**src/rtl/sevenseg_scan_decoder_pkg.sv**
```systemverilog
// Shared 7-segment definitions: segment bit positions, the digit pattern
// table used by both the encoder and decoder sides, and the receive FSM states.
package sevenseg_scan_decoder_pkg;

  // Segment bit positions within a 7-bit pattern (a is the MSB).
  localparam int SEG_A = 6;
  localparam int SEG_B = 5;
  localparam int SEG_C = 4;
  localparam int SEG_D = 3;
  localparam int SEG_E = 2;
  localparam int SEG_F = 1;
  localparam int SEG_G = 0;

  // Legal digit patterns, ordered {a,b,c,d,e,f,g}, active-high.
  localparam logic [6:0] SEG_0 = 7'b1111110;
  localparam logic [6:0] SEG_1 = 7'b0110000;
  localparam logic [6:0] SEG_2 = 7'b1101101;
  localparam logic [6:0] SEG_3 = 7'b1111001;
  localparam logic [6:0] SEG_4 = 7'b0110011;
  localparam logic [6:0] SEG_5 = 7'b1011011;
  localparam logic [6:0] SEG_6 = 7'b1011111;
  localparam logic [6:0] SEG_7 = 7'b1110000;
  localparam logic [6:0] SEG_8 = 7'b1111111;
  localparam logic [6:0] SEG_9 = 7'b1110011;

  // Code reported for any pattern outside the table.
  localparam logic [3:0] BCD_INVALID = 4'hF;

  // Width of the stability counter; large enough for STABLE up to 15.
  localparam int CNT_W = 4;

  // Per-digit qualification states.
  typedef enum logic [1:0] {
    ST_IDLE = 2'd0,  // no valid strobe seen
    ST_QUAL = 2'd1,  // counting identical samples
    ST_HELD = 2'd2   // pattern captured, waiting for a change
  } state_t;

endpackage

```
**src/rtl/sevenseg_scan_decoder_if.sv**
```systemverilog
// Scanned 7-segment bus plus the decoded frame it produces.
// master: the side driving the display lines and reading the frame.
// slave:  the decoder.
interface sevenseg_scan_decoder_if #(
  parameter int NDIG = 4
);
  logic [6:0]        seg_in;
  logic [NDIG-1:0]   dig_sel;
  logic [4*NDIG-1:0] bcd_out;
  logic [NDIG-1:0]   digit_err;
  logic              frame_valid;

  modport master (
    output seg_in, dig_sel,
    input  bcd_out, digit_err, frame_valid
  );

  modport slave (
    input  seg_in, dig_sel,
    output bcd_out, digit_err, frame_valid
  );
endinterface

```
**src/rtl/sevenseg_scan_decoder_seg7_to_bcd.sv**
```systemverilog
// Combinational 7-segment pattern to BCD lookup. Unknown patterns return
// BCD_INVALID with err set.
module seg7_to_bcd
  import sevenseg_scan_decoder_pkg::*;
(
  input  logic [6:0] seg,
  output logic [3:0] bcd,
  output logic       err
);

  // Table lookup against the shared pattern constants.
  always_comb begin
    // NOTE: every output gets a default before the case so no path leaves it unassigned (no latch).
    bcd = BCD_INVALID;
    err = 1'b0;
    case (seg)
      SEG_0:   bcd = 4'd0;
      SEG_1:   bcd = 4'd1;
      SEG_2:   bcd = 4'd2;
      SEG_3:   bcd = 4'd3;
      SEG_4:   bcd = 4'd4;
      SEG_5:   bcd = 4'd5;
      SEG_6:   bcd = 4'd6;
      SEG_7:   bcd = 4'd7;
      SEG_8:   bcd = 4'd8;
      SEG_9:   bcd = 4'd9;
      default: err = 1'b1;
    endcase
  end

endmodule

```
**src/rtl/sevenseg_scan_decoder.sv**
```systemverilog
// Receive side of a scanned 7-segment display. Synchronizes the segment and
// strobe lines, accepts a digit once its pattern has been stable for STABLE
// samples, and publishes a full frame of decoded digits with a 1-cycle pulse.
module sevenseg_scan_decoder
  import sevenseg_scan_decoder_pkg::*;
#(
  parameter int NDIG   = 4,
  parameter int STABLE = 3
) (
  input logic                   clk,
  input logic                   rst_n,
  sevenseg_scan_decoder_if.slave bus
);

  localparam logic [CNT_W-1:0] STABLE_C = STABLE[CNT_W-1:0];

  // Synchronizer stages (seg_m/sel_m are metastability catchers) and the
  // previous synchronized sample used for stability comparison.
  logic [6:0]      seg_m, s_seg, p_seg;
  logic [NDIG-1:0] sel_m, s_sel, p_sel;

  state_t          state;
  logic [CNT_W-1:0] cnt;
  logic [CNT_W-1:0] cnt_inc;

  logic            strobe_valid;
  logic            same;
  logic            capture;
  logic            mask_full;

  logic [3:0]      dec_bcd;
  logic            dec_err;

  logic [NDIG-1:0]   mask;
  logic [4*NDIG-1:0] shadow_bcd;
  logic [NDIG-1:0]   shadow_err;

  // Two-flop synchronizers plus one history stage.
  always_ff @(posedge clk or negedge rst_n) begin
    if (!rst_n) begin
      seg_m <= '0;
      s_seg <= '0;
      p_seg <= '0;
      sel_m <= '0;
      s_sel <= '0;
      p_sel <= '0;
    end else begin
      // NOTE: non-blocking assignments make every stage take the pre-edge value, forming a real pipeline.
      seg_m <= bus.seg_in;
      s_seg <= seg_m;
      p_seg <= s_seg;
      sel_m <= bus.dig_sel;
      s_sel <= sel_m;
      p_sel <= s_sel;
    end
  end

  seg7_to_bcd u_dec (
    .seg (s_seg),
    .bcd (dec_bcd),
    .err (dec_err)
  );

  // Sample qualification: one-hot strobe, unchanged sample, capture point.
  always_comb begin
    strobe_valid = $onehot(s_sel);
    same         = (s_sel == p_sel) && (s_seg == p_seg);
    cnt_inc      = cnt + {{(CNT_W-1){1'b0}}, 1'b1};
    capture      = (state == ST_QUAL) && strobe_valid && same && (cnt_inc == STABLE_C);
    mask_full    = &mask;
  end

  // Qualification FSM: count consecutive identical samples of a valid strobe.
  always_ff @(posedge clk or negedge rst_n) begin
    if (!rst_n) begin
      state <= ST_IDLE;
      cnt   <= '0;
    end else begin
      case (state)
        ST_IDLE: begin
          if (strobe_valid) begin
            state <= ST_QUAL;
            cnt   <= {{(CNT_W-1){1'b0}}, 1'b1};
          end else begin
            cnt <= '0;
          end
        end
        ST_QUAL: begin
          if (!strobe_valid) begin
            state <= ST_IDLE;
            cnt   <= '0;
          end else if (!same) begin
            cnt <= {{(CNT_W-1){1'b0}}, 1'b1};
          end else if (cnt_inc == STABLE_C) begin
            state <= ST_HELD;
            cnt   <= cnt_inc;
          end else begin
            cnt <= cnt_inc;
          end
        end
        ST_HELD: begin
          if (!strobe_valid) begin
            state <= ST_IDLE;
            cnt   <= '0;
          end else if (!same) begin
            state <= ST_QUAL;
            cnt   <= {{(CNT_W-1){1'b0}}, 1'b1};
          end
        end
        default: begin
          state <= ST_IDLE;
          cnt   <= '0;
        end
      endcase
    end
  end

  // Shadow capture, mask tracking and frame publication.
  always_ff @(posedge clk or negedge rst_n) begin
    if (!rst_n) begin
      // NOTE: the shadow is small, so it is reset too; a reset frame can never leak stale digits.
      mask            <= '0;
      shadow_bcd      <= '0;
      shadow_err      <= '0;
      bus.bcd_out     <= '0;
      bus.digit_err   <= '0;
      bus.frame_valid <= 1'b0;
    end else begin
      bus.frame_valid <= mask_full;
      if (mask_full) begin
        bus.bcd_out   <= shadow_bcd;
        bus.digit_err <= shadow_err;
      end
      // A capture on the publishing edge lands in the freshly cleared mask.
      mask <= (mask_full ? '0 : mask) | (capture ? s_sel : '0);
      for (int k = 0; k < NDIG; k++) begin
        if (capture && s_sel[k]) begin
          shadow_bcd[4*k +: 4] <= dec_bcd;
          shadow_err[k]        <= dec_err;
        end
      end
    end
  end

endmodule

```
**src/flat_wrapper.sv**
```systemverilog
// flat-port wrapper written by rule: the top's interface ports become plain ports
module sevenseg_scan_decoder_flat import sevenseg_scan_decoder_pkg::*;
#(
  parameter int NDIG   = 4,
  parameter int STABLE = 3
)
  (clk, rst_n, bus_seg_in, bus_dig_sel, bus_bcd_out, bus_digit_err, bus_frame_valid);
  sevenseg_scan_decoder_if #(.NDIG(NDIG)) bus_i ();
  input logic clk;
  input logic rst_n;
  input wire logic [$bits(bus_i.seg_in)-1:0] bus_seg_in;
  input wire logic [$bits(bus_i.dig_sel)-1:0] bus_dig_sel;
  output wire logic [$bits(bus_i.bcd_out)-1:0] bus_bcd_out;
  output wire logic [$bits(bus_i.digit_err)-1:0] bus_digit_err;
  output wire logic [$bits(bus_i.frame_valid)-1:0] bus_frame_valid;
  assign bus_i.seg_in = bus_seg_in;
  assign bus_i.dig_sel = bus_dig_sel;
  assign bus_bcd_out = bus_i.bcd_out;
  assign bus_digit_err = bus_i.digit_err;
  assign bus_frame_valid = bus_i.frame_valid;
  sevenseg_scan_decoder #(.NDIG(NDIG), .STABLE(STABLE)) u_core (.clk(clk), .rst_n(rst_n), .bus(bus_i));
endmodule
```
**config.mk**
```make
export PLATFORM = sky130hd
export DESIGN_NAME = sevenseg_scan_decoder_flat
export DESIGN_NICKNAME = d
export VERILOG_FILES = /design/src/rtl/sevenseg_scan_decoder_pkg.sv /design/src/rtl/sevenseg_scan_decoder_if.sv /design/src/rtl/sevenseg_scan_decoder_seg7_to_bcd.sv /design/src/rtl/sevenseg_scan_decoder.sv /design/src/flat_wrapper.sv
export SDC_FILE = /design/constraint.sdc
export NUM_CORES = 1
export LEC_CHECK = 0
export ABC_AREA = 1
export CAP_MARGIN = 20
export CORE_ASPECT_RATIO = 1.2
export CORE_MARGIN = 5
export CORE_UTILIZATION = 59
export CTS_BUF_LIST = sky130_fd_sc_hd__clkbuf_8
export DETAILED_ROUTE_END_ITERATION = 10
export PLACE_DENSITY = 0.82
export SLEW_MARGIN = 20
export SYNTH_ARGS = -nofsm -noshare
export SYNTH_HDL_FRONTEND = slang
export SYNTH_SLANG_ARGS = --single-unit
```
**constraint.sdc**
```tcl
create_clock -name clk -period 3.2 [get_ports clk]
set_input_delay 0.64 -clock clk [delete_from_list [all_inputs] [get_ports clk]]
set_output_delay 0.64 -clock clk [all_outputs]
set_load 0.01 [all_outputs]
```
==> impl_metrics.json <==
{
  "hpwl_mm": 4.23,
  "tns_ns": 0,
  "skew_ns": 0.0126,
  "synth_top_area_cell": "dfrtp_1",
  "netlist_area_um2": 3500,
  "crit_type": "reg2reg",
  "max_slew.worst_pin.slew_ns": 0.717,
  "cts_sinks": 84,
  "drtAntennaViolNets": 0,
  "worstPathArrival_ns": 3.07,
  "cts_buffers": 9,
  "totalWireLength_mm": 5.92,
  "grt.total_usage": 0.181,
  "rows": 30,
  "yosysMostFrequentCell": "nand2_1",
  "slew_headroom": 0.522,
  "synthTopCellsByArea": "dfrtp_1 60%, nand2_1 11%, mux2_2 5.5%",
  "synth_top_family_by_area": "simple AND/OR/NAND/NOR gates",
  "ys_types": 27,
  "dieArea_um2": 7570,
  "synth-seq-cells": 84,
  "detail_route.wl_per_cell_um": 12.8,
  "multiInputGateArea_um2": 1190,
  "finalHoldViolCount": 0,
  "synth_nets": 356,
  "nFillCells": 429,
  "cp_max_fo": 20,
  "via_per_inst": 5.05,
  "io_pins": 34,
  "avgSynthCellArea_um2": 10.4,
  "crit_path_end_kind": "register",
  "grt_pass1_wl_mm": 10.4,
  "post-route-period-util": 0.869,
  "slew_violations": 0,
  "io_buffers": 33,
  "outcome": "complete, no violations",
  "synth_edf_count": 0,
  "cp_cell_sequence": "ha_1 > ha_1 > fa_1 > nand3b_1 > nor2_4 > nand4_2 > nor2_2 > buf_4 > nand3_1 > nand2_1",
  "grt_pass1_vias": 2373,
  "cts_tree": "built",
  "postSynth.topFlopCell": "dfrtp_1",
  "grt_remaining_overflow": 0,
  "yosysWarnings": 0,
  "ys_seq_area_frac": 0.601,
  "grt_max_degree": 85,
  "yosys.area_share.simple": 0.225,
  "layout.nets": 396,
  "timing.reg2reg.setup_slack_ns": 0.42,
  "worst-endpoint-required_ns": 3.49,
  "synthCells": 337,
  "synthAdderAreaFrac": 0.0236,
  "cpMaxStageDelayCell": "dfrtp_1",
  "clock_tree.root_cell": "clkbuf_8",
  "seq_area_um2": 2100,
  "num_vias": 2335,
  "rsz0062_at_grt": "false",
  "cts_max_level": 3,
  "die_h_um": 94.3,
  "post_cts_buffers": 0,
  "crit_top_cell": "ha_1",
  "synth_common_cells": "106 x nand2_1, 84 x dfrtp_1, 33 x inv_1",
  "setup-violations-final": 0,
  "drt_iter0_drc": 117,
  "coreArea_um2": 5710,
  "ctsResizeCount": 0,
  "cts.hold.buffers_added": 0,
  "maxCapViolations": 0,
  "antenna_found_initial": 0,
  "startpoint": "u_core.s_sel[0]$_DFF_PN0_",
  "synth_compound_area_frac": 0.0129,
  "drcViolationCount": 0,
  "ys_async_sr_fraction": 1.00,
  "p_per_area_nw_per_um2": 502,
  "clk_latency_ns": 0.35,
  "leakage_nw": 2.18,
  "die_w_um": 80.3,
  "n_antenna_cell": 0,
  "yosys.area.top_type_share": 0.601,
  "muxShareOfSynthArea": 0.0644,
  "dr.pass1.iters": 4,
  "start_kind": "register",
  "drive_gt1_frac": 0.136,
  "reg2regPathDepth": 10,
  "area_growth_pct": 17.5,
  "clkSlewWorstSetupHoldPaths_ns": 0.08,
  "worstReg2RegStart": "u_core.s_sel[0]$_DFF_PN0_",
  "fin_crit_ns": 2.78,
  "vdd_ir_drop_max_v": 0.000369,
  "r2r-end": "u_core.shadow_bcd[14]$_DFFE_PN0P_",
  "clock.fmax_mhz": 360,
  "dp_slack_ns": 0.483,
  "setup_slack_ns": 0.419,
  "clockBufferDepth": 2,
  "hold_path_class": "in2async",
  "max_stage_delay_ns": 0.51,
  "start_util": 0.613,
  "synth-xor-area-share": 0.0150,
  "place_congestion": 0.855
}
power breakdown:
group | internal [W] | switching (W)
Clock | 0.000443 | 0.000372
Combinational | 0.0000480 | 0.0000823
Sequential | 0.00109 | 0.0000283
cells by family after synthesis:
logic type	Yosys count
fa+ha+maj	6
flops	84
mux	20
buf+inv	43
xor+xnor	6
simple gates	169
compound gates	9
critical path, delay by kind of cell (launching register included):
family,cells,cell delay [ns]
adder cells (fa/ha/maj),3,0.98
buffers and inverters,1,0.23
flip-flops,1,0.51
AND/OR/NAND/NOR,6,1.00
cell type report:
class	count	area share
Tap cell	80	0.0244
Clock inverter	7	0.0238
Timing Repair Buffer	37	0.0880
Sequential cell	84	0.512
Clock buffer	9	0.0301
Inverter	35	0.0320
Multi-Input combinational cell	210	0.290
worst max path at each step:
stage,cells after the start,to
2_1_floorplan,10,u_core.shadow_bcd[10]$_DFFE_PN0P_
3_3_place_gp,10,u_core.shadow_bcd[8]$_DFFE_PN0P_
3_5_place_dp,10,u_core.shadow_bcd[14]$_DFFE_PN0P_
4_1_cts,10,u_core.shadow_bcd[14]$_DFFE_PN0P_
5_1_grt,10,u_core.shadow_err[0]$_DFFE_PN0P_
6_report,10,u_core.shadow_bcd[14]$_DFFE_PN0P_
stage by stage:
| step | utilization | instances | hold slack [ns] | total power, W | area [um2] |
|---|---|---|---|---|---|
| detailed placement | 0.681 | 446 | 0.335 | 0.00127 | 3880 |
| CTS | 0.720 | 462 | 0.354 | 0.00209 | 4110 |
| global placement | 0.681 | 446 | 0.331 | 0.00126 | 3880 |
| floorplan | - | 337 | 0.331 | 0.00121 | 3500 |
| finish | 0.720 | 462 | 0.315 | 0.00206 | 4110 |
| global route | 0.720 | 462 | 0.364 | 0.00216 | 4110 |
cell usage in the layout (no fill, tap or decap), drive strengths merged, types with 5 or more instances in the layout:
cell           Yosys  routed
nand2            107     107
dfrtp             84      84
inv               35      37
clkdlybuf4s50      0      32
nand3             29      29
nor2              22      22
mux2              20      20
clkbuf             0       9
o21ai              6       6
nand4              5       5
ha                 5       5
buf                8       5
registers in the layout (all words and copies together), names as in the netlist:
register,flops
u_core.bus.bcd_out,16
u_core.seg_m,7
u_core.sel_m,4
u_core.p_seg,7
u_core.s_seg,7
u_core.s_sel,4
u_core.shadow_err,4
u_core.bus.frame_valid,1
u_core.shadow_bcd,16
u_core.p_sel,4
u_core.bus.digit_err,4
u_core.cnt,4
u_core.state,2
u_core.mask,4
layer usage:
metal,wire length [um],GRT usage,vias to the layer above,part of all wire
li1,-,-,1148,-
met1,2520,0.223,1119,0.43
met2,2950,0.289,57,0.50
met3,293,0.0461,11,0.049
met4,153,0.106,0,0.026
met5,0,0,-,0
(Power assumes the default switching activity.)
